--- src/rtl/plic_pkg.sv ---
// PLIC shared types and sizing for the per-source gateway.
// Latency: n/a (types and constants only).
// Backpressure: n/a.
// Contents: gw_state_e gateway FSM encoding, PLIC_IRQ_NUM / PLIC_IRQ_WIDTH sizing.
package plic_pkg;

  localparam int PLIC_IRQ_NUM = 8;
  localparam int PLIC_IRQ_WIDTH = 4;

  typedef enum logic [1:0] {
    GW_IDLE    = 2'd0,
    GW_PEND    = 2'd1,
    GW_CLAIMED = 2'd2
  } gw_state_e;

endpackage

--- src/rtl/plic_gateway_if.sv ---
// Gateway bundle: raw interrupt lines, claim/complete strobes, pending/busy vectors.
// Latency: n/a (wires only).
// Backpressure: none; strobes are single-cycle and always accepted or ignored.
// Modports: master drives lines/strobes and observes ip_o/busy_o; slave is the gateway.
interface plic_gateway_if;
  import plic_pkg::*;

  logic [PLIC_IRQ_NUM-1:0]   irq_i;
  logic [PLIC_IRQ_NUM-1:0]   edge_i;
  logic                      claim_i;
  logic [PLIC_IRQ_WIDTH-1:0] claim_id_i;
  logic                      complete_i;
  logic [PLIC_IRQ_WIDTH-1:0] complete_id_i;
  logic [PLIC_IRQ_NUM-1:0]   ip_o;
  logic [PLIC_IRQ_NUM-1:0]   busy_o;

  modport master (
    output irq_i, edge_i, claim_i, claim_id_i, complete_i, complete_id_i,
    input  ip_o, busy_o
  );

  modport slave (
    input  irq_i, edge_i, claim_i, claim_id_i, complete_i, complete_id_i,
    output ip_o, busy_o
  );
endinterface

--- src/rtl/plic_gw_cell.sv ---
// One gateway source: synchroniser, rising-edge detector, saturating edge counter, FSM.
// Latency: line->ip is SYNC_STAGES+1 (level) or SYNC_STAGES+2 (edge); strobe->ip/busy 1 cycle.
// Backpressure: none; edges beyond MAX_PEND outstanding are dropped.
// Ports: clk/rst, irq (raw line), edge_mode, decoded claim_hit/complete_hit, ip/busy state flags.
module plic_gw_cell
  import plic_pkg::*;
#(
  parameter int SYNC_STAGES = 2,
  parameter int MAX_PEND    = 8
) (
  input  logic clk,
  input  logic rst,
  input  logic irq,
  input  logic edge_mode,
  input  logic claim_hit,
  input  logic complete_hit,
  output logic ip,
  output logic busy
);
  localparam int CNT_W = $clog2(MAX_PEND + 1);
  localparam logic [CNT_W-1:0] CNT_MAX = CNT_W'(MAX_PEND);

  logic [SYNC_STAGES-1:0] sync_q;
  logic                   prev_q;
  logic                   line;
  logic                   edge_det;
  logic [CNT_W-1:0]       cnt_q;
  logic                   take_edge;
  logic                   cnt_inc;
  gw_state_e              state_q, state_d;

  assign line     = sync_q[SYNC_STAGES-1];
  assign edge_det = line & ~prev_q;

  always_comb begin
    state_d   = state_q;
    take_edge = 1'b0;
    case (state_q)
      GW_IDLE: begin
        if (edge_mode) begin
          if (cnt_q != '0) begin
            state_d   = GW_PEND;
            take_edge = 1'b1;
          end
        end else if (line) begin
          state_d = GW_PEND;
        end
      end
      GW_PEND:    if (claim_hit)    state_d = GW_CLAIMED;
      GW_CLAIMED: if (complete_hit) state_d = GW_IDLE;
      default:    state_d = GW_IDLE;
    endcase
    // At saturation an edge still fits if a count is consumed the same cycle.
    cnt_inc = edge_det && ((cnt_q != CNT_MAX) || take_edge);
  end

  always_ff @(posedge clk) begin
    if (rst) state_q <= GW_IDLE;
    else     state_q <= state_d;
  end

  always_ff @(posedge clk) begin
    if (rst) begin
      sync_q <= '0;
      prev_q <= 1'b0;
      cnt_q  <= '0;
    end else begin
      sync_q <= {sync_q[SYNC_STAGES-2:0], irq};
      prev_q <= line;
      // Level mode keeps the counter parked at zero so a switch to edge mode starts clean.
      if (!edge_mode) cnt_q <= '0;
      else            cnt_q <= cnt_q + CNT_W'(cnt_inc) - CNT_W'(take_edge);
    end
  end

  assign ip   = (state_q == GW_PEND);
  assign busy = (state_q == GW_CLAIMED);
endmodule

--- src/rtl/plic_gateway.sv ---
// PLIC interrupt gateway: per-source pending/in-service tracking ahead of the priority tree.
// Latency: level irq->ip SYNC_STAGES+1, edge irq->ip SYNC_STAGES+2, claim/complete->ip/busy 1.
// Backpressure: none; illegal or out-of-range strobes are ignored.
// Ports: clk_i, rst_i (sync, active-high), gw (slave modport: lines, strobes, ip_o, busy_o).
module plic_gateway
  import plic_pkg::*;
#(
  parameter int SYNC_STAGES = 2,
  parameter int MAX_PEND    = 8
) (
  input  logic           clk_i,
  input  logic           rst_i,
  plic_gateway_if.slave  gw
);
  // ID 0 is reserved: no cell, outputs tied low, its input bits deliberately dropped.
  logic unused_id0;
  assign unused_id0   = gw.irq_i[0] ^ gw.edge_i[0];
  assign gw.ip_o[0]   = 1'b0;
  assign gw.busy_o[0] = 1'b0;

  // IDs 0 and >= PLIC_IRQ_NUM never match any cell, so those strobes fall through.
  for (genvar i = 1; i < PLIC_IRQ_NUM; i++) begin : g_src
    logic claim_hit;
    logic complete_hit;

    assign claim_hit    = gw.claim_i    && (gw.claim_id_i    == PLIC_IRQ_WIDTH'(i));
    assign complete_hit = gw.complete_i && (gw.complete_id_i == PLIC_IRQ_WIDTH'(i));

    plic_gw_cell #(
      .SYNC_STAGES (SYNC_STAGES),
      .MAX_PEND    (MAX_PEND)
    ) u_cell (
      .clk          (clk_i),
      .rst          (rst_i),
      .irq          (gw.irq_i[i]),
      .edge_mode    (gw.edge_i[i]),
      .claim_hit    (claim_hit),
      .complete_hit (complete_hit),
      .ip           (gw.ip_o[i]),
      .busy         (gw.busy_o[i])
    );
  end
endmodule
--- src/flat_wrapper.sv ---
// flat-port wrapper written by rule: the top's interface ports become plain ports
module plic_gateway_flat import plic_pkg::*;
#(
  parameter int SYNC_STAGES = 2,
  parameter int MAX_PEND    = 8
)
  (clk_i, rst_i, gw_irq_i, gw_edge_i, gw_claim_i, gw_claim_id_i, gw_complete_i, gw_complete_id_i, gw_ip_o, gw_busy_o);
  plic_gateway_if gw_i ();
  input  logic clk_i;
  input  logic rst_i;
  input wire logic [$bits(gw_i.irq_i)-1:0] gw_irq_i;
  input wire logic [$bits(gw_i.edge_i)-1:0] gw_edge_i;
  input wire logic [$bits(gw_i.claim_i)-1:0] gw_claim_i;
  input wire logic [$bits(gw_i.claim_id_i)-1:0] gw_claim_id_i;
  input wire logic [$bits(gw_i.complete_i)-1:0] gw_complete_i;
  input wire logic [$bits(gw_i.complete_id_i)-1:0] gw_complete_id_i;
  output wire logic [$bits(gw_i.ip_o)-1:0] gw_ip_o;
  output wire logic [$bits(gw_i.busy_o)-1:0] gw_busy_o;
  assign gw_i.irq_i = gw_irq_i;
  assign gw_i.edge_i = gw_edge_i;
  assign gw_i.claim_i = gw_claim_i;
  assign gw_i.claim_id_i = gw_claim_id_i;
  assign gw_i.complete_i = gw_complete_i;
  assign gw_i.complete_id_i = gw_complete_id_i;
  assign gw_ip_o = gw_i.ip_o;
  assign gw_busy_o = gw_i.busy_o;
  plic_gateway #(.SYNC_STAGES(SYNC_STAGES), .MAX_PEND(MAX_PEND)) u_core (.clk_i(clk_i), .rst_i(rst_i), .gw(gw_i));
endmodule
--- config.mk ---
export PLATFORM = sky130hd
export DESIGN_NAME = plic_gateway_flat
export DESIGN_NICKNAME = d
export VERILOG_FILES = /design/src/rtl/plic_pkg.sv /design/src/rtl/plic_gateway_if.sv /design/src/rtl/plic_gw_cell.sv /design/src/rtl/plic_gateway.sv /design/src/flat_wrapper.sv
export SDC_FILE = /design/constraint.sdc
export NUM_CORES = 1
export LEC_CHECK = 0
export CAP_MARGIN = 15
export CELL_PAD_IN_SITES_DETAIL_PLACEMENT = 0
export CELL_PAD_IN_SITES_GLOBAL_PLACEMENT = 1
export CORE_MARGIN = 1
export CORE_UTILIZATION = 43
export DETAILED_ROUTE_END_ITERATION = 7
export PLACE_DENSITY = 0.87
export SLEW_MARGIN = 20
export SYNTH_ARGS = -nofsm -noshare
export SYNTH_HDL_FRONTEND = slang
export SYNTH_SLANG_ARGS = --single-unit
export TNS_END_PERCENT = 10
--- constraint.sdc ---
create_clock -name clk_i -period 2.8 [get_ports clk_i]
set_input_delay 0.56 -clock clk_i [delete_from_list [all_inputs] [get_ports clk_i]]
set_output_delay 0.56 -clock clk_i [all_outputs]
set_load 0.02 [all_outputs]
**Word-level counts from Yosys, hierarchy flattened**

Index checks and enable logic that the tools add are counted.

- Output and inout bits: 16
- Logic and storage cells: 245
- Register bits: 63
- Input bits: 28

- Muxes and demuxes: 63
- Bitwise operators: 21
- Equal/unequal tests: 63
- Reductions and logical operators: 56
- Add/subtract/negate cells: 14

Operators by type and width:

| operator | count |
|---|---|
| 2-to-1 mux 2 bit | 35 |
| != test 3 bit (second input constant) | 14 |
| case mux 2 bit (3 select lines) | 7 |
| == test 4 x 3 -> 1 bit (second input constant) | 8 |
| adder 4 x 1 -> 4 bit | 7 |
| != test 2 x 1 -> 1 bit (second input constant) | 14 |
| != test 4 bit (second input constant) | 7 |
| AND reduction 4 bit | 7 |
| nonzero test 4 bit | 7 |
| subtractor 4 x 1 -> 4 bit | 7 |
| logical AND 1 bit | 21 |
| 2-to-1 mux 1 bit | 21 |
| == test 4 x 2 -> 1 bit (second input constant) | 4 |
| == test 2 x 1 -> 1 bit (second input constant) | 7 |
| == test 2 bit (second input constant) | 7 |
| zero test 2 bit | 7 |
| NOT 1 bit | 14 |
| OR reduction 2 bit | 7 |
| == test 4 x 1 -> 1 bit (second input constant) | 2 |
| bitwise AND 1 bit | 7 |
| logical OR 1 bit | 7 |

**Depth between registers and ports, before layout**

- Word-level depth: 8
- Depth in mapped cells: 11
- Gate-level depth less buffers: 11

**By module**

From an unflattened synthesis, not the netlist that was laid out.

- Cells, all modules: 387
- Area, all modules: 3573.4 um^2

Modules (own cells, without submodules):

| module | area an instance (um^2) | sequential area each (um^2) | times used | cells an instance |
|---|---|---|---|---|
| plic_gw_cell at u_core.g_src[1].u_cell ... | 493.0 | 180.2 | 6 | 52 |
| plic_gw_cell at u_core.g_src[7].u_cell | 476.7 | 180.2 | 1 | 48 |
| plic_gateway | 138.9 | 0.0 | 1 | 27 |

**Least setup slack after synthesis**

OpenSTA, ideal clock, no wires.

- Path kind: reg-to-reg
- Start: register u_core.g_src[1].u_cell.cnt_q[2]
- End: register u_core.g_src[1].u_cell.cnt_q[3]
- Path buffers: 0
- Setup time: 121 ps
- Arrival: 2103 ps
- Slack: 577 ps
- Stages on the path, launching flop included: 11
- Period minus slack after synthesis: 2223 ps
- Data required time: 2679 ps
- Path through: dfxtp_1 > inv_1 > ha_1 > or3b_2 > nand4_1 > inv_1 > a21o_1 > ha_1 > a21o_1 > a21oi_1 > mux2_2

- Longest elaborated chain between the ends: 8
- Elaborated cells on any way between the ends: 9
- Classes of those cells: add/sub (2); eq/ne (1); mux (3); reduce/logical (3)

RTL lines:

| element | line | source |
|---|---|---|
| from (decl) | plic_gw_cell.sv:27 | `logic [CNT_W-1:0] cnt_q;` |
| from (signal assigned) | plic_gw_cell.sv:72 | `else cnt_q <= cnt_q + CNT_W'(cnt_inc) - CNT_W'(take_edge);` |
| nonzero test 4 bit | plic_gw_cell.sv:41 | `if (cnt_q != '0) begin` |
| 2-to-1 mux 1 bit | plic_gw_cell.sv:41 |  |
| 2-to-1 mux 1 bit | plic_gw_cell.sv:40 | `if (edge_mode) begin` |
| 2-to-1 mux 1 bit | plic_gw_cell.sv:38 | `case (state_q)` |
| logical OR 1 bit | plic_gw_cell.sv:54 | `cnt_inc = edge_det && ((cnt_q != CNT_MAX) \|\| take_edge);` |
| logical AND 1 bit | plic_gw_cell.sv:54 |  |
| adder 4 x 1 -> 4 bit | plic_gw_cell.sv:72 |  |
| subtractor 4 x 1 -> 4 bit * | plic_gw_cell.sv:72 |  |

Every way passes the cells marked *; elsewhere a longest branch is shown, timed or not.
A chain may end at the register's enable or synchronous reset.

**Worst setup path in the final report**

- Start: register u_core.g_src[7].u_cell.cnt_q[2]
- End: register u_core.g_src[7].u_cell.cnt_q[3]

- Longest elaborated chain between the ends: 8
- Elaborated cells on any way between the ends: 9
- Classes of those cells: add/sub (2); eq/ne (1); mux (3); reduce/logical (3)

RTL lines:

| element | line |
|---|---|
| from (decl) | plic_gw_cell.sv:27 |
| from (signal assigned) | plic_gw_cell.sv:72 |
| nonzero test 4 bit | plic_gw_cell.sv:41 |
| 2-to-1 mux 1 bit | plic_gw_cell.sv:41 |
| 2-to-1 mux 1 bit | plic_gw_cell.sv:40 |
| 2-to-1 mux 1 bit | plic_gw_cell.sv:38 |
| logical OR 1 bit | plic_gw_cell.sv:54 |
| logical AND 1 bit | plic_gw_cell.sv:54 |
| adder 4 x 1 -> 4 bit | plic_gw_cell.sv:72 |
| subtractor 4 x 1 -> 4 bit * | plic_gw_cell.sv:72 |

Marked as above.

==> flow_summary.json <==
{
  "internal-power_w": 0.00155,
  "cts_setup_buffers": 0,
  "grt_usage": 0.162,
  "placed_area_mm2": 0.00394,
  "leakagePower_nw": 1.75,
  "ir_drop_mv": 0.235,
  "insertion_delay_ns": 0.34,
  "p_clk_frac": 0.328,
  "reg2reg_depth": 10,
  "synth_edf_count": 0,
  "final.period_utilization": 0.844,
  "num_vias": 2617,
  "numPortBuffers": 39,
  "drive_above_1_share": 0.0806,
  "skew_ns": 0.00609,
  "mostFrequentLayoutCell": "dfxtp_1",
  "status": "completed",
  "ios": 44,
  "cts_hold_buf": 0,
  "layout_common_cells": "dfxtp_1, clkdlybuf4s50_1, nor2_1",
  "grt_pass1_vias": 2459,
  "crit_cells": 10,
  "vias_per_cell": 4.99,
  "crit_chain": "inv_1, ha_1, or3b_2, nand4_1, inv_1, a21o_1, ha_1, a21o_1, a21oi_1, mux2_2",
  "cts_root_buf": "clkbuf_8",
  "overflow": 0,
  "drv_slew": 0,
  "maxCapViolations": 0,
  "crit_type": "register to register",
  "dpl.hpwl_um": 4890,
  "critPathArrivalTime_ns": 2.59,
  "synthFlopType": "dfxtp_1",
  "avgSynthCellArea_um2": 9.18,
  "crit_fanout": 3,
  "cts_buffer_depth": 2,
  "finalPower_w": 0.00214,
  "worstPathRequired_ns": 3.03,
  "area_growth_pct": 17.2,
  "h-tree-depth": 3,
  "synth_cell_types": 37,
  "hold_violations": 0,
  "diodes": 0,
  "cp_slowest_cell": "or3b_2",
  "clock_sinks": 63,
  "core_region_area_mm2": 0.00781,
  "routed_wl_um": 6190,
  "cts_resized": 0,
  "yosys_register_bits": 63,
  "cts_buffers": 9,
  "swShare": 0.275,
  "rows": 32,
  "fmaxAchievable_mhz": 423,
  "die_area_mm2": 0.00854,
  "grt_start_max_net_pins": 16,
  "crit_family": "simple AND/OR/NAND/NOR gates",
  "synthCells": 383,
  "antenna_found_initial": 0,
  "rsz0062_at_grt": "no",
  "pwr-share-seq": 0.461,
  "async_reset_ff_frac": 0,
  "gp_congestion": 0.815,
  "powerDensity_mw_per_mm2": 519,
  "ys_warn_count": 0,
  "stdcell_area_mm2": 0.00412,
  "ys_seq_area_frac": 0.359,
  "tritoncts": "done",
  "pwr-share-comb": 0.210,
  "setup_viol": 0,
  "drtIter0Drc": 83,
  "first_pass_iters": 4,
  "post-route-util": 0.527,
  "path_clk_slew_ns": 0.07,
  "path_buf_inv": 2,
  "nNetsFinal": 487,
  "syn_area_mm2": 0.00351,
  "start_util": 0.450,
  "die_h_um": 92.4,
  "crit_path_end_kind": "register",
  "worstHoldPathType": "register to register",
  "whs_path_depth": 1,
  "drcViolationCount": 0,
  "drt-wirelength-per-cell_um": 11.8,
  "crit_path_start_kind": "register",
  "antenna_left": 0,
  "grt_first_pass_wirelength_um": 10800,
  "p_switching_w": 0.000587,
  "finalCriticalPeriod_ns": 2.36,
  "cp_slowest_stage_delay_ns": 0.46,
  "setup_tns_ns": 0,
  "die_x_um": 92.4
}
==> kinds of logic after synthesis <==
| kind of cell | Yosys count | synth area share |
|---|---|---|
| mux | 4 | 0.0121 |
| xor+xnor | 7 | 0.0174 |
| fa+ha+maj | 42 | 0.164 |
| compound gates | 61 | 0.123 |
| other cells | 1 | 0.00107 |
| buf+inv | 54 | 0.0755 |
| flops | 63 | 0.359 |
| simple gates | 151 | 0.248 |
==> per-layer routing <==
metal | global-route usage | routed length (um) | part of all wire | vias to the layer above
li1 | - | - | - | 1362
met1 | 0.200 | 2930 | 0.47 | 1207
met2 | 0.268 | 2920 | 0.47 | 41
met3 | 0.0296 | 237 | 0.038 | 7
met4 | 0.0859 | 108 | 0.017 | 0
met5 | 0 | 0 | 0 | -
==> synth_stat cells, types with 4 or more instances <==
cell / n / area [um2]
a21o_1: 14 / 105
a21oi_1: 12 / 60.1
a31oi_1: 7 / 43.8
and2_1: 6 / 37.5
and3_1: 9 / 56.3
buf_4: 16 / 120
clkbuf_1: 4 / 15.0
dfxtp_1: 63 / 1260
fa_1: 7 / 140
ha_1: 35 / 438
inv_1: 32 / 120
nand2_1: 8 / 30.0
nand2b_1: 16 / 100
nand3_1: 10 / 50.1
nand4_1: 7 / 43.8
nor2_1: 38 / 143
nor2b_1: 37 / 231
o211a_1: 5 / 50.1
o211ai_1: 6 / 45.0
o21ai_0: 7 / 35.0
o31ai_1: 4 / 30.0
or3b_2: 8 / 70.1
xor2_1: 7 / 61.3
==> sequential cells by signal, indices dropped and copies added, names as in the netlist <==
name                         flops
u_core.g_src.u_cell.prev_q       7
u_core.g_src.u_cell.state_q     14
u_core.g_src.u_cell.sync_q      14
u_core.g_src.u_cell.cnt_q       28
==> path summary, 6_finish.rpt <==
| kind | start | end | slack (ns) |
|---|---|---|---|
| max | u_core.g_src[7].u_cell.cnt_q[2] | u_core.g_src[7].u_cell.cnt_q[3] | 0.44 |
| min | u_core.g_src[3].u_cell.sync_q[0] | u_core.g_src[3].u_cell.sync_q[1] | 0.44 |
| max reg2reg | u_core.g_src[7].u_cell.cnt_q[2] | u_core.g_src[7].u_cell.cnt_q[3] | 0.44 |
| min reg2reg | u_core.g_src[3].u_cell.sync_q[0] | u_core.g_src[3].u_cell.sync_q[1] | 0.44 |
==> stage by stage <==
step	cells	hold WS [ns]	setup WS, ns
after floorplan	384	0.414	0.577
after global placement	508	0.417	0.353
after detailed placement	508	0.426	0.312
after CTS	524	0.440	0.435
after global routing	524	0.452	0.321
final	524	0.436	0.438
==> worst register-to-register path, stage by stage, from the launching register on <==
cell and delay, ns:
dfxtp_1 0.30, inv_1 0.09, ha_1 0.17, or3b_2 0.46, nand4_1 0.13, inv_1 0.09
a21o_1 0.16, ha_1 0.19, a21o_1 0.16, a21oi_1 0.15, mux2_2 0.35
==> power by group through the flow <==
stage                     Sequential [W]  Combinational [W]  Clock (W)
after floorplan                 0.000998           0.000335          0
after global placement           0.00100           0.000442          0
after detailed placement         0.00101           0.000452          0
after CTS                       0.000986           0.000455   0.000731
after global routing            0.000994           0.000513   0.000765
final                           0.000986           0.000450   0.000702
==> final cells by class <==
type	count	area [um2]
Clock buffer	13	159
Timing Repair Buffer	44	440
Sequential cell	63	1260
Tap cell	102	128
Multi-Input combinational cell	267	1990
Clock inverter	3	17.5
Fill cell	739	3690
Inverter	32	120
No activity file was read; power rests on OpenSTA's default activity.
